[config.mk]
export PLATFORM = sky130hd
export DESIGN_NAME = shift_cmd_queue
export DESIGN_NICKNAME = d
export VERILOG_FILES = /design/src/rtl/shift_cmd_queue.sv
export SDC_FILE = /design/constraint.sdc
export NUM_CORES = 1
export LEC_CHECK = 0
export BUFFER_PORTS_ARGS = -buffer_cell sky130_fd_sc_hd__buf_2
export CAP_MARGIN = 20
export CORE_MARGIN = 2
export CORE_UTILIZATION = 35
export CTS_CLUSTER_SIZE = 24
export DETAILED_ROUTE_END_ITERATION = 7
export PLACE_DENSITY = 0.6
export SYNTH_ARGS = -nofsm -noshare
export SYNTH_HDL_FRONTEND = slang
export SYNTH_SLANG_ARGS = --single-unit
[constraint.sdc]
create_clock -name clk -period 3.42 [get_ports clk]
set_clock_uncertainty 0.1 [all_clocks]
set_input_delay 1.026 -clock clk [delete_from_list [all_inputs] [get_ports clk]]
set_output_delay 1.026 -clock clk [all_outputs]
set_load 0.02 [all_outputs]
[src/rtl/shift_cmd_queue.sv]
// shift_cmd_queue: in-order command buffer in front of the 4-bit barrel shifter.
// Entries are {data, amt, dir, rot}. Reports occupancy and a sticky overflow flag.
// Optional build macro SHIFT_CMD_BYPASS_EN adds a zero-latency pass-through path
// when the queue is empty and the shifter is ready.
module shift_cmd_queue #(
   parameter int unsigned DEPTH = 4
) (
   input  logic       clk,
   input  logic       rst_n,
   input  logic       cmd_valid,
   output logic       cmd_ready,
   input  logic [3:0] cmd_data,
   input  logic [1:0] cmd_amt,
   input  logic       cmd_dir,
   input  logic       cmd_rot,
   output logic       out_valid,
   input  logic       out_ready,
   output logic [3:0] out_data,
   output logic [1:0] out_amt,
   output logic       out_dir,
   output logic       out_rot,
   output logic [3:0] count,
   output logic       ovf
);

   localparam int unsigned PW = (DEPTH > 1) ? $clog2(DEPTH) : 1;
   localparam logic [3:0]    DEPTH_CNT = 4'(DEPTH);
   localparam logic [PW-1:0] LAST_PTR  = PW'(DEPTH - 1);

   logic [7:0]    mem_q [DEPTH];
   logic [PW-1:0] wr_ptr_q, wr_ptr_d;
   logic [PW-1:0] rd_ptr_q, rd_ptr_d;
   logic [3:0]    count_q, count_d;
   logic          ovf_q, ovf_d;

   logic       full, empty;
   logic       push, pop;
   logic       bypass;
   logic [7:0] cmd_entry;
   logic [7:0] head;

   assign cmd_entry = {cmd_data, cmd_amt, cmd_dir, cmd_rot};

   // Handshake, head selection and next-state decode.
   always_comb begin
      full      = (count_q == DEPTH_CNT);
      empty     = (count_q == 4'd0);
      // Held low during reset so upstream never sees a ready queue before release.
      cmd_ready = rst_n & ~full;
`ifdef SHIFT_CMD_BYPASS_EN
      // Empty queue with a ready shifter: the command flows through unstored.
      bypass    = rst_n & empty & cmd_valid & out_ready;
      out_valid = rst_n & (~empty | cmd_valid);
      head      = empty ? cmd_entry : mem_q[rd_ptr_q];
`else
      bypass    = 1'b0;
      out_valid = ~empty;
      head      = mem_q[rd_ptr_q];
`endif
      push = cmd_valid & cmd_ready & ~bypass;
      pop  = ~empty & out_ready;

      wr_ptr_d = wr_ptr_q;
      rd_ptr_d = rd_ptr_q;
      if (push) begin
         wr_ptr_d = (wr_ptr_q == LAST_PTR) ? '0 : wr_ptr_q + 1'b1;
      end
      if (pop) begin
         rd_ptr_d = (rd_ptr_q == LAST_PTR) ? '0 : rd_ptr_q + 1'b1;
      end

      case ({push, pop})
         2'b10:   count_d = count_q + 4'd1;
         2'b01:   count_d = count_q - 4'd1;
         default: count_d = count_q;
      endcase

      // A refused command is dropped; remember that it happened.
      ovf_d = ovf_q | (cmd_valid & ~cmd_ready);
   end

   // Head fields are zeroed whenever nothing is presented.
   always_comb begin
      out_data = 4'd0;
      out_amt  = 2'd0;
      out_dir  = 1'b0;
      out_rot  = 1'b0;
      if (out_valid) begin
         {out_data, out_amt, out_dir, out_rot} = head;
      end
   end

   assign count = count_q;
   assign ovf   = ovf_q;

   // Pointer, occupancy and overflow state.
   always_ff @(posedge clk or negedge rst_n) begin
      if (!rst_n) begin
         wr_ptr_q <= '0;
         rd_ptr_q <= '0;
         count_q  <= 4'd0;
         ovf_q    <= 1'b0;
      end else begin
         wr_ptr_q <= wr_ptr_d;
         rd_ptr_q <= rd_ptr_d;
         count_q  <= count_d;
         ovf_q    <= ovf_d;
      end
   end

   // Entry storage; written only on an accepted push.
   always_ff @(posedge clk or negedge rst_n) begin
      if (!rst_n) begin
         for (int i = 0; i < int'(DEPTH); i++) begin
            mem_q[i] <= 8'd0;
         end
      end else if (push) begin
         mem_q[wr_ptr_q] <= cmd_entry;
      end
   end

endmodule

; ---- Yosys cells after proc, flatten, opt, wreduce, memory -nomap -nowiden
; Index checks and enable logic that the tools add are counted.
[word_totals]
reg_bits = 41
inputBits = 12
output_inout_bits = 15
elab_cells = 46
[op_classes]
n_addsub = 4
magnitude_cmp = 3
n_eq_ne = 5
muxes = 13
n_bitwise = 10
n_reduce_logical = 3
[op_table]
columns = operator, n
row1 = 32-bit bitwise mux, 1
row2 = 8-bit 2-to-1 mux, 3
row3 = 8-bit binary-select mux with 2-bit select, 1
row4 = 8-bit demux with 2-bit select, 1
row5 = 4-bit case mux with 2 select lines, 1
row6 = "2-bit == test, second input constant", 3
row7 = "3-bit >= comparator, second input constant", 2
row8 = 2-bit 2-to-1 mux, 3
row9 = 2-bit inverter with 3-bit output, 2
row10 = "2-bit by 1-bit adder with 2-bit output, second input constant", 2
row11 = "4-bit by 1-bit adder with 4-bit output, second input constant", 1
row12 = 1-bit bitwise AND, 4
row13 = "4-bit by 3-bit == test with 1-bit output, second input constant", 1
row14 = 4-bit zero test, 1
row15 = 4-bit 2-to-1 mux, 1
row16 = "4-bit by 1-bit subtractor with 4-bit output, second input constant", 1
row17 = "3-bit by 1-bit less-than comparator with 1-bit output, second input constant", 1
row18 = 1-bit inverter, 3
row19 = "2-bit by 1-bit == test with 1-bit output, second input constant", 1
row20 = 1-bit 2-to-1 mux, 2
row21 = 2-bit nonzero test, 1
row22 = 1-bit logical AND, 1
row23 = 1-bit bitwise OR, 1

; ---- Longest topological paths before layout
; Gate-level depths: netlist (run 1).
[depth]
ltp_word = 6
ltp_mapped = 12
ltp_nobuf = 10

; ---- Worst setup path after synthesis (run 1)
; Ideal clock, no wire load.
[synth_timing]
path_type = in2reg
startpoint = input port rst_n
endpoint = register count_q[3], in the netlist count[3]
setup_time_ps = 80
t_arrival_ps = 2730
t_required_ps = 3240
setup_slack_ps = 511
stages = 7
n_path_buf = 0
cell_sequence = a21boi_2 -> nand2_1 -> ha_1 -> nand2b_1 -> or4b_1 -> a31oi_1 -> xor2_1
[synth_between]
elab_chain_len = 4
word_cells_on_any_way = 6
classes_between = 2 x eq/ne / 1 x mux / 2 x bitwise / 1 x reduce/logical
[synth_lines]
columns = element, line
row1 = "start, declared", 9  ; input logic rst_n,
row2 = 1-bit bitwise AND (*), 49  ; cmd_ready = rst_n & ~full;
row3 = 1-bit bitwise AND (*), 60  ; push = cmd_valid & cmd_ready & ~bypass;
row4 = 2-bit by 1-bit == test with 1-bit output / 2-bit == test (equally long branches), 72  ; case ({push, pop})
row5 = 4-bit case mux with 2 select lines / 2-bit nonzero test (equally long branches), n/a
row6 = "end signal, assigned", 106  ; count_q <= count_d;
row7 = "end, declared", 33  ; logic [3:0] count_q, count_d;
; Mark *: on every way between the ends. The rest lies on a longest branch, timed or not.
; A chain may end at the register's enable or synchronous reset.

; ---- Final worst setup path (run 1)
[layout_timing]
startpoint = register count_q[2], in the netlist count[2]
endpoint = output port out_data[0]
[layout_between]
elab_chain_len = 2
[layout_lines]
columns = element, line
row1 = 4-bit zero test, 47  ; empty = (count_q == 4'd0);
row2 = 4-bit 2-to-1 mux, 88  ; if (out_valid) begin
row3 = "end, declared", 18  ; output logic [3:0] out_data,
; No other way between the ends.

==> results of run 1 <==
==> power by group <==
group | total, mW | switching, mW | internal, mW
Sequential | 0.947 | 0.221 | 0.726
Combinational | 1.15 | 0.481 | 0.667
Clock | 0.379 | 0.167 | 0.212
Total | 2.47 | 0.868 | 1.61
==> metrics by stage <==
| step | setup slack, ns | instance area (um2) |
|---|---|---|
| floorplan | 0.5105 | 2161 |
| global placement | 0.5005 | 2327 |
| detailed placement | 0.3442 | 2327 |
| CTS | 0.3001 | 2431 |
| global route | 0.2486 | 2431 |
| finish | 0.3240 | 2431 |
==> synthesized netlist by cell type (all sizes together) <==
master  instances
dfrtp          41
mux2           36
and2            8
ha              8
mux4            8
buf             7
and3            4
inv             4
xor2            4
nand2           3
nor2            2
nor3            2
a21boi          1
a21o            1
a21oi           1
a31oi           1
clkbuf          1
nand2b          1
nand3b          1
o21ai           1
o21bai          1
or3             1
or4             1
or4b            1
xnor2           1
==> final cells by class <==
class	instances	area share
well taps	75	0.03860
multi-input cells	87	0.4308
clock inverters	2	0.01441
inverters	4	0.006176
repair buffers	28	0.05970
clock buffers	5	0.02831
flip-flops and latches	41	0.4220
==> layer usage <==
metal,up-vias,global-route usage
li1,547,-
met1,643,0.1884
met2,32,0.2500
met3,5,0.04130
met5,-,0
met4,0,0.02951
==> sequential cells by signal, indices dropped and copies added (netlist names) <==
name and count:
wr_ptr_q 2, rd_ptr_q 2, count 4, ovf 1
mem_q 32
==> worst paths after layout <==
check | endpoint | slack (ns) | depth (start not counted)
max in group asynchronous | mem_q[14] | 2.10 | 2
max | out_data[0] | 0.32 | 3
min in group asynchronous | mem_q[27] | 0.74 | 2
max reg2reg | count[3] | 0.48 | 8
min reg2reg | ovf | 0.41 | 1
min | ovf | 0.41 | 1
==> kinds of logic (layout without fill, tap and decap cells) <==
group	count (synthesis)	count (layout)	synth area share
multiplexers	44	44	0.3266
buffers and inverters	12	39	0.04053
flip-flops	41	41	0.4748
adder cells (fa/ha/maj)	8	8	0.04632
AND/OR/NAND/NOR	24	24	0.07181
XOR/XNOR	5	5	0.02027
AO/OA/AOI/OAI	6	6	0.01969
==> worst reg2reg max path, stage by stage, from the launching register on <==
cell	delay, ns
dfrtp_1	0.48
or4_1	0.78
nand2_4	0.19
inv_1	0.08
ha_1	0.21
nand2b_1	0.17
or4b_1	0.47
a31oi_1	0.22
xor2_1	0.17
==> reports/metrics.yaml, run 1 <==
drc: 0
drt-wirelength-per-cell_um: 18.09
crit_fanout: 10
end_kind: "output port"
dp.cells: 235
firstDrtPassIters: 4
drt_iter0_markers: 80
crit_family: "simple AND/OR/NAND/NOR gates"
yosysTopAreaCellShare: 0.4748
grt-ovfl-total: 0
cpPeakStageDelay_ns: 0.78
most-common-layout-cells: "41 x dfrtp_1, 32 x mux2_4, 26 x buf_2"
top_level_ports: 27
track_usage: 0.1472
startpoint_type: "flip-flop"
die_w_um: 82.58
hp-class: "reg -> reg"
nNetsFinal: 187
dieArea_um2: 6819
vias: 1227
timing.fmax_ghz: 0.3230
status: "complete, no violations"
rsz0062_at_grt: "false"
irDropWorstVdd_uv: 452.0
core-area_um2: 5956
final_common_cell: "dfrtp_1"
met3_length_um: 218
die_height_um: 82.58
dr.max_layer_used: "met4"
total_power_mw: 2.474
io_buffers: 26
required_ns: 2.29
p_leak_nw: 1.132
final_util: 0.4082
post_cts_buffers: 0
whs_ns: 0.4069
worst_pin_slew_ns: 0.6585
clkLatencyLatePin_ns: 0.29
cts_tree: "done"
synth_warnings: 0
dpl.hpwl_mm: 3.062
final_cells: 242
clock-sinks: 41
routed_via_density: 5.070
synth_top_area_cell: "dfrtp_1"
synth.distinct_cells: 31
grt_max_degree: 42
hold_viol: 0
finalCritPeriodShare: 0.9053
syn_inst: 140
max_slew_margin: 0.5610
antenna_found_initial: 0
place_congestion: 0.7423
cts_buffer_depth: 2
grt_pass1_wl_mm: 7.272
cp_num_buf_inv: 1
syn_area_um2: 2161
pwr_density_cell_nw_per_um2: 1017
syn-num-nets: 160
cts_hold_buf: 0
holdCritStartpoint: "ovf"
grt_pass1_vias: 1358
rows: 28
cts.htree.levels: 2
synth_seq_cells: 41
setup_tns_ns: 0
drv_cap: 0
multi_input_area_um2: 1047
synth-seq-area-share: 0.4748
wl_met1_mm: 1.962
synthToLayoutAreaGrowth_pct: 12.51
post_synth.cell_area_avg_um2: 15.43
drive_gt1_frac: 0.4910
post_cts_resized: 0
start_util: 0.3628
nFillCells: 568
antenna_left: 0
reg2reg_from: "count[2]"
wirelength_mm: 4.377
cpMaxStageDelayCell: "or4_1"
antennaDiodeCount: 0
met2_length_mm: 2.161
setup_viol: 0
cts.reportedPaths.clkPinSlew_ns: 0.08
crit_arrival_ns: 1.97
cts-root-buf: "clkbuf_8"
crit_type: "reg -> out"
synth.area.top_cells: "dfrtp_1 47%, mux2_4 22%, mux4_2 8.3%"
seqCellArea_um2: 1026
numCtsBuffers: 5
slew_viol_final: 0
post-route-min-period_ns: 3.096
critPathLaunch: "count[2]"
crit_chain: "or4_1 -> and2_1 -> buf_2"
(Power assumes the default switching activity.)
==> run 2: changes to the inputs <==
CORE_UTILIZATION = 50   (was 35)
PLACE_DENSITY = 0.77   (was 0.6)
==> run 2 against run 1 <==
Effect of this change:
- register-to-register slack better by 0.10 ns
- die area is 29% lower
- sequential share of layout area is 0.39 points higher
- utilization is 18 points higher
- global-route usage is 3.1 points higher
- final area is 0.93% lower
- clock-buffer cell count is 1 higher
- hold slack worse by 0.025 ns
- setup slack better by 0.044 ns
- wire length is 10% lower
- maximum frequency is 1.4% higher
- total power is 0.15% higher
- critical endpoint is now out_amt[0]
- highest routed layer unchanged
==> reports/metrics.yaml, run 2 (same netlist as run 1, synthesis figures left out) <==
pwr_density_cell_nw_per_um2: 1029  # +1.1%
top_level_ports: 27  # unchanged
most-common-layout-cells: "41 x dfrtp_1, 32 x mux2_4, 26 x buf_2"
grt_pass1_vias: 1318  # -2.9%
setup_viol: 0  # unchanged
cpPeakStageDelay_ns: 0.74  # -0.04 ns
largest_reg_flops: 32  # unchanged
synthToLayoutAreaGrowth_pct: 11.46
drive_gt1_frac: 0.4910  # unchanged
dieArea_um2: 4864  # -29%
end_kind: "output port"
p_leak_nw: 1.131  # -0.13%
cts.reportedPaths.clkPinSlew_ns: 0.08  # about the same
firstDrtPassIters: 4  # unchanged
grt_max_degree: 42  # unchanged
cpMaxStageDelayCell: "dfrtp_1"
drt_iter0_markers: 76  # -5.0%
crit_arrival_ns: 1.93  # -0.04 ns
crit_chain: "mux4_2 -> and2_1 -> buf_2"
drc: 0  # unchanged
crit_fanout: 11  # +1
die_height_um: 69.74  # -16%
post_cts_resized: 0  # unchanged
post_cts_buffers: 0  # unchanged
cts_tree: "done"
dpl.hpwl_mm: 2.758  # -9.9%
drt-wirelength-per-cell_um: 18.14  # +0.28%
cts_hold_buf: 0  # unchanged
clock-sinks: 41  # unchanged
core-area_um2: 4086  # -31%
setup_tns_ns: 0  # unchanged
vias: 1177  # -4.1%
cts.htree.levels: 2  # unchanged
start_util: 0.5288  # +0.1660
cts-root-buf: "clkbuf_8"
clkLatencyLatePin_ns: 0.28  # about the same
antennaDiodeCount: 0  # unchanged
total_power_mw: 2.477  # +0.15%
wirelength_mm: 3.936  # -10%
rows: 23  # -18%
nFillCells: 311  # -45%
io_buffers: 26  # unchanged
hp-class: "reg -> reg"
track_usage: 0.1784  # +0.03123
routed_via_density: 5.424  # +7.0%
post-route-min-period_ns: 3.052  # -0.04375 ns
die_w_um: 69.74  # -16%
antenna_left: 0  # unchanged
antenna_found_initial: 0  # unchanged
cp_num_buf_inv: 1  # unchanged
hold_viol: 0  # unchanged
final_common_cell: "dfrtp_1"
irDropWorstVdd_uv: 498.0  # +10%
crit_family: "flip-flops"
startpoint_type: "flip-flop"
drv_cap: 0  # unchanged
rsz0062_at_grt: "false"
grt-ovfl-total: 0  # unchanged
regMostFlops: "mem_q"
crit_type: "reg -> out"
worst_pin_slew_ns: 0.6343  # -0.02414 ns
max_slew_margin: 0.5771  # +0.01609
grt_pass1_wl_mm: 6.762  # -7.0%
nNetsFinal: 186  # -0.53%
timing.fmax_ghz: 0.3276  # +1.4%
required_ns: 2.29  # about the same
place_congestion: 0.6548  # -12%
status: "complete, no violations"
numCtsBuffers: 5  # unchanged
cts_buffer_depth: 2  # unchanged
finalCritPeriodShare: 0.8925  # -0.01279
slew_viol_final: 0  # unchanged
==> run 2: cell type report <==
cell class	instances	area, um2	share of cell area
clock buffers	6	82.58	0.03429
inverters	4	15.01	0.006234
multi-input cells	87	1047	0.4348
clock inverters	2	37.54	0.01558
well taps	50	62.56	0.02597
flip-flops and latches	41	1026	0.4260
repair buffers	27	137.6	0.05714
==> run 2: final timing paths <==
check | startpoint | to | slack (ns) | depth (start not counted)
setup / recovery | rd_ptr_q[0] | out_amt[0] | 0.37 | 3
hold / removal | ovf | ovf | 0.38 | 1
setup reg to reg | count[2] | count[2] | 0.58 | 10
hold reg to reg | ovf | ovf | 0.38 | 1
max in group asynchronous | rst_n | mem_q[1] | 2.12 | 2
min in group asynchronous | rst_n | mem_q[8] | 0.75 | 2
==> run 2: routing by layer <==
metal	track usage	share of wire	routed length, um
met3	0.03924	0.032	127
met5	0	0	0
met1	0.2352	0.46	1798
met4	0.04915	0.0051	20
met2	0.2991	0.51	1989
==> run 2: where the power goes <==
group          internal [mW]  switching, mW
combinational          0.662          0.457
sequential             0.726          0.232
clock                  0.237          0.163
==> run 2: stage by stage <==
step	setup WS (ns)	hold WS (ns)	util	instances	cell area, um2
6_report	0.3677	0.3819	0.5894	217	2409
4_1_cts	0.3242	0.3925	0.5894	217	2409
5_1_grt	0.2242	0.4272	0.5894	217	2409
2_1_floorplan	0.5105	0.3764	-	140	2161
3_3_place_gp	0.4750	0.3633	0.5600	209	2288
3_5_place_dp	0.4138	0.3697	0.5600	209	2288
